**config.mk**
```make
export PLATFORM = sky130hd
export DESIGN_NAME = logic_unit_pipe
export DESIGN_NICKNAME = d
export VERILOG_FILES = /design/src/rtl/logic_unit_pipe.sv
export SDC_FILE = /design/constraint.sdc
export NUM_CORES = 1
export LEC_CHECK = 0
export BUFFER_PORTS_ARGS = -buffer_cell sky130_fd_sc_hd__buf_2
export CORE_MARGIN = 4
export CORE_UTILIZATION = 30
export DETAILED_ROUTE_END_ITERATION = 16
export PLACE_DENSITY_LB_ADDON = 0.25
export SYNTH_ARGS = -nofsm -noshare
export SYNTH_HDL_FRONTEND = slang
export SYNTH_SLANG_ARGS = --single-unit
export TNS_END_PERCENT = 30
```
**constraint.sdc**
```tcl
create_clock -name clk -period 3.5 [get_ports clk]
set_clock_uncertainty 0.15 [all_clocks]
set_input_delay 0.875 -clock clk [delete_from_list [all_inputs] [get_ports clk]]
set_output_delay 0.875 -clock clk [all_outputs]
set_load 0.03 [all_outputs]
```
**src/rtl/logic_unit_pipe.sv**
```systemverilog
// Purpose : bitwise logic unit (NAND/AND/OR/NOR/XOR/XNOR/NOT A/PASS A) with zero/all-ones flags.
// Latency : 1 cycle from accepting edge to y/out_valid when the output register is free or draining.
// Backpr. : one-entry skid buffer; in_ready is registered (~skid_full), no out_ready->in_ready path.
//
// Ports:
//   clk, rst                 - clock, synchronous active-high reset
//   in_valid/in_ready        - upstream handshake for a, b, op
//   a, b [WIDTH-1:0], op[2:0]- operands and operation select
//   out_valid/out_ready      - downstream handshake for y, zero, ones
//   y [WIDTH-1:0]            - registered result
//   zero, ones               - y == 0 / y == all ones, registered alongside y
module logic_unit_pipe #(
    parameter int WIDTH = 8
) (
    input  logic             clk,
    input  logic             rst,
    input  logic             in_valid,
    output logic             in_ready,
    input  logic [WIDTH-1:0] a,
    input  logic [WIDTH-1:0] b,
    input  logic [2:0]       op,
    output logic             out_valid,
    input  logic             out_ready,
    output logic [WIDTH-1:0] y,
    output logic             zero,
    output logic             ones
);

    typedef enum logic [2:0] {
        OP_NAND = 3'b000,
        OP_AND  = 3'b001,
        OP_OR   = 3'b010,
        OP_NOR  = 3'b011,
        OP_XOR  = 3'b100,
        OP_XNOR = 3'b101,
        OP_NOTA = 3'b110,
        OP_PASA = 3'b111
    } op_e;

    // Result word carried through both storage slots.
    typedef struct packed {
        logic [WIDTH-1:0] y;
        logic             zero;
        logic             ones;
    } res_t;

    res_t out_q,       out_d;
    res_t skid_q,      skid_d;
    logic out_valid_q, out_valid_d;
    logic skid_full_q, skid_full_d;

    res_t res;
    logic acc;
    logic drn;

    // Combinational operation on the incoming operands.
    always_comb begin
        res.y = '0;
        unique case (op_e'(op))
            OP_NAND: res.y = ~(a & b);
            OP_AND:  res.y = a & b;
            OP_OR:   res.y = a | b;
            OP_NOR:  res.y = ~(a | b);
            OP_XOR:  res.y = a ^ b;
            OP_XNOR: res.y = ~(a ^ b);
            OP_NOTA: res.y = ~a;
            OP_PASA: res.y = a;
            default: res.y = '0;
        endcase
        res.zero = (res.y == '0);
        res.ones = (res.y == '1);
    end

    assign acc = in_valid & ~skid_full_q;
    assign drn = out_valid_q & out_ready;

    // Occupancy: EMPTY (!out_valid), HOLD (out_valid, !skid_full), FULL (both).
    always_comb begin
        out_d       = out_q;
        skid_d      = skid_q;
        out_valid_d = out_valid_q;
        skid_full_d = skid_full_q;

        if (!out_valid_q) begin
            if (acc) begin
                out_d       = res;
                out_valid_d = 1'b1;
            end
        end else if (!skid_full_q) begin
            if (acc && drn) begin
                out_d = res;
            end else if (acc) begin
                // Output is stalled: park the new result in the skid entry.
                skid_d      = res;
                skid_full_d = 1'b1;
            end else if (drn) begin
                // y keeps its last value; only the valid bit drops.
                out_valid_d = 1'b0;
            end
        end else begin
            // FULL: in_ready is low, so only a drain can move anything.
            if (drn) begin
                out_d       = skid_q;
                skid_full_d = 1'b0;
            end
        end
    end

    always_ff @(posedge clk) begin
        if (rst) begin
            out_q       <= '0;
            skid_q      <= '0;
            out_valid_q <= 1'b0;
            skid_full_q <= 1'b0;
        end else begin
            out_q       <= out_d;
            skid_q      <= skid_d;
            out_valid_q <= out_valid_d;
            skid_full_q <= skid_full_d;
        end
    end

    assign in_ready  = ~skid_full_q;
    assign out_valid = out_valid_q;
    assign y         = out_q.y;
    assign zero      = out_q.zero;
    assign ones      = out_q.ones;

endmodule

```
==> summary.md <==
| Metric | Value |
|---|---|
| Initial DRC Count | 90 |
| Final hold violation count | 0 |
| Worst-Margin Slew | around 0.70 ns |
| Area Overhead vs Synth | 10.8% |
| CTS resizes | 0 |
| DR vias | 1679 |
| Clk sink count | 22 |
| Int Pwr | between 500 and 600 uW |
| RSZ-0062 raised after global routing | no |
| Critical Path Source Type | primary input |
| Cell taking the most area after synthesis | dfxtp_1 |
| Core box area | ~0.0061 sq mm |
| Num CTS Buffers | 3 |
| Mapped cell area | about 0.0019 sq mm |
| Post-synth EDFFs | 0 |
| Arr. time, crit path | ~2.9 ns |
| Hold bufs inserted after CTS | 0 |
| # Post-CTS Setup Buffers | 0 |
| Row count | 28 |
| Slowest cell delay on critical path | about 0.56 ns |
| Post-synth cell types | between 50 and 60 |
| Worst vdd ir | approximately 0.00032 V |
| Critical path, cell by cell | buf_2 -> buf_4 -> a211oi_1 -> a311o_1 -> o21ai_0 -> a21oi_2 -> or4b_4 -> o21ai_2 |
| Antenna fix cells | 0 |
| Clock root cell | clkbuf_8 |
| Post-detail-place hpwl | about 3300 um |
| Reg clk slew, reported paths | 0.08 ns |
| Combinational share of power | between 30% and 40% |
| Clock network power share | about a third |
| First-pass GRT wire length | 7360 um |
| Pre-antenna DRT Iters | 4 |
| Count leader, synth | nand2_1 |
| Dpl ws | roughly 0.45 ns |
| Die height | slightly below 90 um |
| Share of layout cells above drive strength 1 | between 20% and 30% |
| PortBufs | 34 |
| Crit end category | flip-flop |
| CTS Buffer Depth | 2 |
| Switching share of power | around 31% |
| Clk Latency, worst-skew pair | around 0.26 ns |
| Period minus WS final | around 2.8 ns |
| CP Buf/Inv Count | 2 |
| Setup_tns | 0 ns |
| Warnings from Yosys | 0 |
| Number of antenna violations at the first check in global routing | 0 |
| Multi-input gate area | approximately 0.0013 sq mm |
| Total Wirelength | approximately 4300 um |
| Outcome | complete, no violations |
| FF+latch area | between 400 and 500 sq um |
| Most common library cells after synthesis | 34 x nand2_1, 23 x inv_1, 22 x dfxtp_1 |
| Cells after Synth | about 230 |
| WL/cell | ~13 um |
| Leak | just over 0.0009 uW |
| Critical path data required time | ~3.6 ns |
| H-tree Lvls | 1 |
| Final nets | about 300 |
| Post-route cell area | approximately 0.0021 sq mm |
| Final worst-path cycle share | 79.8% |
| Register bit total from synthesis | 22 |
| Sw power | 232 uW |
| Pwr dens | 346 mW/mm^2 |
| Syn Nets | around 270 |
| Pins over their slew limit | 0 |
| Top FF cell, synth | dfxtp_1 |
| Fill cells | between 600 and 700 |
| GPL Wtd Cong | between 0.7 and 0.8 |
| DRC Markers | 0 |
| Area contributors post-synth | dfxtp_1 23%, ha_1 10%, nand2_1 6.6% |
| Kind of critical path | in2reg |
| Starting Density | between 30% and 40% |
| Largest net degree at the start of global routing | 25 |
| HP Class | reg2reg |
| GRT overflow | 0 |
| Antenna Violating Nets Remaining | 0 |
| IO Count | 35 |
| Die X | between 80 and 90 um |
| DP Area | between 0.002 and 0.0025 sq mm |
| Crit path max-delay family | compound AO/OA/AOI/OAI gates |
| Via-to-Cell Ratio | roughly 5.0 |
| Worst-path fanout max | 21 |
| Gr usage total | a little under an eighth |
| CP max-delay cell | or4b_4 |
| Vias in the first global route | between 1500 and 2000 |
| Synth top area share | 22.8% |
| Final setup margin | 0.708 ns |
| CTS tree | yes |
| Max Clk Rate | 0.358 GHz |
| Sequential-to-total area share from yosys stat | 22.8% |
| Slew headroom | around 53% |
| Full die area | ~0.008 sq mm |
| Final setup vio count | 0 |
| Synthesized area per cell | roughly 8.2 sq um |
| Post-synth ARST share | 0% |
| Total of max-cap violations | 0 |
| Flop pwr share | between 30 and 40% |
-- area by class of cell --
cell class | instances | share of cell area (%)
clock buffers | 3 | 1.93
clock inverters | 1 | 1.41
inverters | 23 | 4.04
multi-input cells | 175 | 59.3
flip-flops and latches | 22 | 20.6
well taps | 75 | 4.39
repair buffers | 35 | 8.32
-- final timing paths --
| path | start | to | slack (ns) | depth (start not counted) |
|---|---|---|---|---|
| worst max-delay path | op[1] | zero | 0.71 | 8 |
| worst min-delay path | skid_q[0] | skid_q[0] | 0.30 | 2 |
| worst max register to register | out_valid | zero | 1.65 | 5 |
| worst min register to register | skid_q[0] | skid_q[0] | 0.30 | 2 |
-- flip-flops by register name, indices dropped and copies added (netlist names) --
| name | flops |
|---|---|
| skid_q | 10 |
| y | 8 |
| ones | 1 |
| out_valid | 1 |
| skid_full_q | 1 |
| zero | 1 |
-- power by group through the flow --
stage                     combinational [uW]  clock (uW)  sequential, uW
after floorplan                          152           0             307
after global placement                   227           0             282
after detailed placement                 229           0             282
after CTS                                230         245             276
after global routing                     256         256             278
final                                    226         238             276
-- worst reg2reg max path, delay by kind of cell, from the launching register on --
kind	cells	cell delay [ns]
compound gates	3	0.89
flops	1	0.42
simple gates	2	0.33
-- through the flow --
step | instances | util (%) | hold slack [ns] | total power [uW]
4_1_cts | 334 | 35.2 | 0.309 | 751
5_1_grt | 334 | 35.2 | 0.328 | 790
6_report | 334 | 35.2 | 0.305 | 740
2_1_floorplan | 234 | - | 0.282 | 459
3_3_place_gp | 330 | 34.1 | 0.295 | 509
3_5_place_dp | 330 | 34.1 | 0.297 | 511
-- metal layers --
metal  routed length (um)  up-vias  track usage (%)
met4                   16        0             1.65
li1                     -      885                -
met3                  242        2             2.82
met1                 2170      763             15.8
met5                    0        -                0
met2                 1910       29             19.0
-- cell usage in the layout (no fill, tap or decap), drive strengths merged, types with 4 or more instances in the layout --
master	Yosys	layout
mux4	4	4
nand2b	9	9
xnor2	5	5
a21oi	11	11
nor2	20	20
buf	6	35
nor3	8	8
a311oi	8	8
dfxtp	22	22
ha	16	16
and3	4	4
a2111oi	4	4
nand2	34	34
o21ai	7	7
inv	23	23
-- kinds of logic after synthesis --
group / Yosys count / synth area share (%)
flops: 22 / 22.8
buf+inv: 37 / 11.5
mux: 5 / 5.39
fa+ha+maj: 16 / 10.4
simple gates: 94 / 24.7
compound gates: 55 / 22.9
xor+xnor: 5 / 2.27
(Power assumes the default switching activity.)
